`src/rtl/mem_arbiter.sv`:
```
// Two-requester arbiter for the single-port data RAM: IFU (read-only) and LSU (read/write)
// are serialised through an IDLE/ACCESS FSM with a programmable access latency.
//
// state  | meaning
// IDLE   | no access in flight; grant logic may accept one request
// ACCESS | latched request driven onto the RAM for LATENCY cycles
module mem_arbiter #(
  parameter int unsigned LATENCY      = 1,
  parameter bit          LSU_PRIORITY = 1'b0
) (
  input  logic        clk,
  input  logic        reset,

  input  logic        ifu_req_valid,
  output logic        ifu_req_ready,
  input  logic [31:0] ifu_addr,
  output logic        ifu_resp_valid,
  output logic [31:0] ifu_rdata,

  input  logic        lsu_req_valid,
  output logic        lsu_req_ready,
  input  logic        lsu_wen,
  input  logic [31:0] lsu_addr,
  input  logic [31:0] lsu_wdata,
  input  logic [3:0]  lsu_wstrb,
  output logic        lsu_resp_valid,
  output logic [31:0] lsu_rdata,

  output logic        ram_wen,
  output logic [31:0] ram_wdata,
  output logic [3:0]  ram_wstrb,
  output logic [31:0] ram_addr,
  input  logic [31:0] ram_read_data
);

  typedef enum logic {IDLE, ACCESS} state_t;
  typedef enum logic {OWN_IFU, OWN_LSU} owner_t;

  localparam logic [3:0] COUNT_INIT = 4'(LATENCY - 1);

  state_t      state;
  owner_t      owner_q;
  owner_t      last_grant;
  logic [3:0]  count;
  logic [31:0] addr_q;
  logic [31:0] wdata_q;
  logic [3:0]  wstrb_q;
  logic        wen_q;
  logic [31:0] rdata_q;
  logic        ifu_resp_q;
  logic        lsu_resp_q;

  logic        grant_ifu;
  logic        grant_lsu;
  logic        in_access;

  // Ties go to the requester that did not win last time, unless the LSU is favoured.
  always_comb begin
    grant_ifu = 1'b0;
    grant_lsu = 1'b0;
    if (state == IDLE) begin
      if (ifu_req_valid && lsu_req_valid) begin
        if (LSU_PRIORITY || (last_grant == OWN_IFU)) begin
          grant_lsu = 1'b1;
        end else begin
          grant_ifu = 1'b1;
        end
      end else begin
        grant_ifu = ifu_req_valid;
        grant_lsu = lsu_req_valid;
      end
    end
  end

  assign ifu_req_ready = grant_ifu;
  assign lsu_req_ready = grant_lsu;

  always_ff @(posedge clk or posedge reset) begin
    if (reset) begin
      state      <= IDLE;
      owner_q    <= OWN_IFU;
      last_grant <= OWN_LSU;
      count      <= 4'd0;
      addr_q     <= 32'd0;
      wdata_q    <= 32'd0;
      wstrb_q    <= 4'd0;
      wen_q      <= 1'b0;
      rdata_q    <= 32'd0;
      ifu_resp_q <= 1'b0;
      lsu_resp_q <= 1'b0;
    end else begin
      ifu_resp_q <= 1'b0;
      lsu_resp_q <= 1'b0;
      if (state == IDLE) begin
        if (grant_ifu || grant_lsu) begin
          owner_q    <= grant_lsu ? OWN_LSU : OWN_IFU;
          last_grant <= grant_lsu ? OWN_LSU : OWN_IFU;
          addr_q     <= grant_lsu ? lsu_addr : ifu_addr;
          wen_q      <= grant_lsu & lsu_wen;
          wdata_q    <= grant_lsu ? lsu_wdata : 32'd0;
          wstrb_q    <= grant_lsu ? lsu_wstrb : 4'd0;
          count      <= COUNT_INIT;
          state      <= ACCESS;
        end
      end else begin
        if (count != 4'd0) begin
          count <= count - 4'd1;
        end else begin
          // For stores this captures the pre-write word from the combinational read port.
          rdata_q <= ram_read_data;
          if (owner_q == OWN_LSU) begin
            lsu_resp_q <= 1'b1;
          end else begin
            ifu_resp_q <= 1'b1;
          end
          state <= IDLE;
        end
      end
    end
  end

  assign in_access = (state == ACCESS);

  // The write strobe is confined to the final ACCESS cycle so each store commits once.
  assign ram_wen   = in_access && wen_q && (count == 4'd0);
  assign ram_addr  = in_access ? addr_q  : 32'd0;
  assign ram_wdata = in_access ? wdata_q : 32'd0;
  assign ram_wstrb = in_access ? wstrb_q : 4'd0;

  assign ifu_resp_valid = ifu_resp_q;
  assign lsu_resp_valid = lsu_resp_q;
  assign ifu_rdata      = rdata_q;
  assign lsu_rdata      = rdata_q;

endmodule

```
`config.mk`:
```
export PLATFORM = sky130hd
export DESIGN_NAME = mem_arbiter
export DESIGN_NICKNAME = d
export VERILOG_FILES = /design/src/rtl/mem_arbiter.sv
export SDC_FILE = /design/constraint.sdc
export NUM_CORES = 1
export LEC_CHECK = 0
export CELL_PAD_IN_SITES_DETAIL_PLACEMENT = 0
export CELL_PAD_IN_SITES_GLOBAL_PLACEMENT = 1
export CORE_MARGIN = 4
export CORE_UTILIZATION = 40
export CTS_BUF_LIST = sky130_fd_sc_hd__clkbuf_4 sky130_fd_sc_hd__clkbuf_8
export DETAILED_ROUTE_END_ITERATION = 16
export DONT_BUFFER_PORTS = 1
export PLACE_DENSITY_LB_ADDON = 0.1
export SLEW_MARGIN = 20
export SYNTH_ARGS = -nofsm -noshare
export SYNTH_HDL_FRONTEND = slang
export SYNTH_SLANG_ARGS = --single-unit
```
`constraint.sdc`:
```
create_clock -name clk -period 3.8 [get_ports clk]
set_clock_uncertainty 0.05 [all_clocks]
set_input_delay 0.76 -clock clk [delete_from_list [all_inputs] [get_ports clk]]
set_output_delay 0.76 -clock clk [all_outputs]
set_load 0.02 [all_outputs]
```
==> impl_metrics.csv <==
group,metric,value,unit
run_status,status,"complete, no violations",
routing,vias,3025,
clocking,htreeDepth,3,
critical_path,start_kind,"register",
placement,hpwl,8.46,mm
synth,ys_warn_count,0,
synth,synth_flop_cell,"dfrtp_1",
critical_path,critical_path.cell_chain,"buf_4 -> and4bb_1 -> and2_1",
critical_path,reg2reg_from,"in_access",
synth,ys_seq_area_frac,0.548,
critical_path,cp_slowest_cell,"dfrtp_2",
critical_path,cp_num_buf_inv,1,
timing,whs,0.347,ns
routing,wl,12.2,mm
min_path,hold_class,"input pin to async pin",
timing,worstMarginPinSlew,0.974,ns
global_route,antenna_found_initial,0,
critical_path,cp.arrival,2.14,ns
timing,max_freq,0.339,GHz
floorplanning,io_pins,274,
clocking,clk_pin_slew,0.09,ns
power_and_ir_drop,power.density,1010,mW/mm^2
power_and_ir_drop,p_comb_frac,0.352,
timing,finalSetupTns,0,ns
clocking,holdBufCountCts,0,
routing,ant_nets,0,
synth,ys_top_cells_by_count,"dfrtp_1 (109), and2_1 (70), a22o_1 (38)",
clocking,clk_latency,0.36,ns
final_layout,drive_gt1_frac,0.142,
timing,period_share,0.777,
power_and_ir_drop,p_int,2890,uW
placement,gp_congestion,0.730,
critical_path,cp.required,2.99,ns
clocking,clock-root-buffer,"clkbuf_8",
final_layout,fin_nets,505,
clocking,postCtsSetupBuffers,0,
power_and_ir_drop,cellLeakagePower,0.00240,uW
synth,ys_async_sr_fraction,1.00,
global_route,grt_pass1_vias,3153,
synth,syn-num-nets,550,
critical_path,critPathTopFamily,"flip-flops",
final_layout,antenna_cells,0,
synth,ys_types,30,
synth,ys_ff_latch,110,
timing,slew_violations,0,
clocking,cts.sinks,110,
routing,drtIter0Drc,167,
synth,yosysTopAreaCellShare,0.543,
floorplanning,initial_core_util,0.413,
placement,port_buffers,0,
power_and_ir_drop,peakVddDrop,0.296,mV
synth,synthTopCellsByArea,"dfrtp_1 (54%), and2_1 (8.7%), a22o_1 (6.6%)",
routing,drc,0,
global_route,grt_overflow,0,
global_route,grt_usage,0.162,
clocking,cts.repair.resized,0,
routing,drt-pass1-iter-count,4,
timing,finalHoldViolations,0,
global_route,grt_pass1_wl,18.2,mm
synth,synth.most_common_cell,"dfrtp_1",
timing,setup_viol,0,
clocking,cts_tree,"built",
critical_path,critPathKind,"register to primary output",
final_layout,syn_to_final_growth,2.42,%
power_and_ir_drop,swShare,0.445,
synth,yosysTopAreaCell,"dfrtp_1",
power_and_ir_drop,p_sw,2320,uW
critical_path,crit_fanout,47,
synth,synth_area,0.00502,sq mm
synth,synth_edf_count,0,
timing,max-slew-margin-rel,0.349,
floorplanning,core_area,0.0122,sq mm
clocking,cts_buffers,9,
synth,avgSynthCellArea,12.2,sq um
critical_path,end_kind,"primary output",
critical_path,startpoint,"in_access",
floorplanning,die_w,120,um
synth,netlist_instances,412,
routing,wire_per_inst,22.6,um
floorplanning,fp-row-count,40,
floorplanning,die_y,120,um
routing,via_per_inst,5.60,
timing,period_needed,2.95,ns
timing,rsz0062_at_grt,"no",
power_and_ir_drop,p_clk_frac,0.150,
final_layout,postLayoutCoreUtil,0.423,
floorplanning,die_area,0.0144,sq mm
run,max_cap_viol_count,0,
clocking,cts.path.max_buffers,2,
critical_path,max_stage_delay,0.81,ns
power_and_ir_drop,pwr-share-seq,0.498,
global_route,grt_max_degree,85,
[flip-flops by register name, summed over array words and instances, names as in the netlist]
register / flops
wstrb_q: 4
wen_q: 1
last_grant: 1
in_access: 1
wdata_q: 32
addr_q: 32
count: 4
ifu_rdata: 32
owner_q: 1
ifu_resp_valid: 1
lsu_resp_valid: 1
[per-layer routing]
metal,global-route usage,vias to the layer above,wire length (um)
met3,0.0603,19,1270
met5,0,-,0
met4,0.0573,0,185
li1,-,1346,-
met1,0.196,1481,4620
met2,0.266,179,6130
[layout make-up]
type / count / area (sq um)
clock buffers: 11 / 145
clock inverters: 5 / 81.3
fillers: 1166 / 7020
inverters: 4 / 20.0
multi-input cells: 234 / 1870
flip-flops and latches: 110 / 2760
well taps: 168 / 210
repair buffers: 8 / 60.1
[power by group through the flow]
stage | sequential (uW) | clock [uW] | combinational, uW
floorplan | 2230 | 0 | 2160
global placement | 2620 | 0 | 1850
detailed placement | 2610 | 0 | 1870
CTS | 2600 | 822 | 1870
global route | 2690 | 866 | 1980
finish | 2590 | 782 | 1830
[stage by stage]
stage	worst slack, ns	instances	instance area, sq um	power (uW)
after floorplan	0.0894	412	5020	4390
after global placement	0.974	524	4910	4470
after detailed placement	0.934	524	4910	4490
after CTS	0.529	540	5140	5290
after global routing	0.661	540	5140	5530
final	0.849	540	5140	5210
[final timing paths]
path	to	slack [ns]	cells past startpoint
max	ram_wen	0.85	3
max in group asynchronous	addr_q[2]	2.64	2
min	ifu_rdata[14]	0.35	1
min in group clk	wdata_q[21]	0.45	1
min reg2reg	wdata_q[21]	0.45	1
max reg2reg	ifu_rdata[1]	1.34	4
[worst register-to-register path, delay by kind of cell (launching register included)]
kind	cells	cell delay, ns
mux	1	0.41
flops	1	0.81
buf+inv	2	0.83
simple gates	1	0.26
[layout by cell type, fill, tap and decap left out]
cell type,n
nor2_1,5
nor3_1,2
clkbuf_4,1
clkinvlp_4,1
a21oi_1,1
a221o_1,32
dfrtp_1,108
and3_1,32
mux2_1,9
dfrtp_2,1
nand2_1,4
ha_1,1
and4bb_1,1
o22ai_1,1
dfstp_2,1
nand2b_1,1
inv_1,3
and2_1,70
mux2_2,23
a22o_1,38
nor3b_1,1
a21o_1,1
o21ai_0,2
nor2b_1,3
bufinv_16,2
mux2i_1,3
and3b_1,1
inv_6,2
o21bai_4,1
clkbuf_8,10
a21boi_4,1
clkinv_2,1
buf_4,8
nor2b_4,1
[logic make-up (layout without fill, tap and decap cells)]
logic type | count (synthesis) | in the layout | share of synthesized area
AO/OA/AOI/OAI | 77 | 77 | 0.140
adder cells (fa/ha/maj) | 1 | 1 | 0.00249
buffers and inverters | 68 | 28 | 0.0837
flip-flops | 110 | 110 | 0.548
multiplexers | 35 | 35 | 0.0777
AND/OR/NAND/NOR | 121 | 121 | 0.148
(Power assumes the default switching activity.)
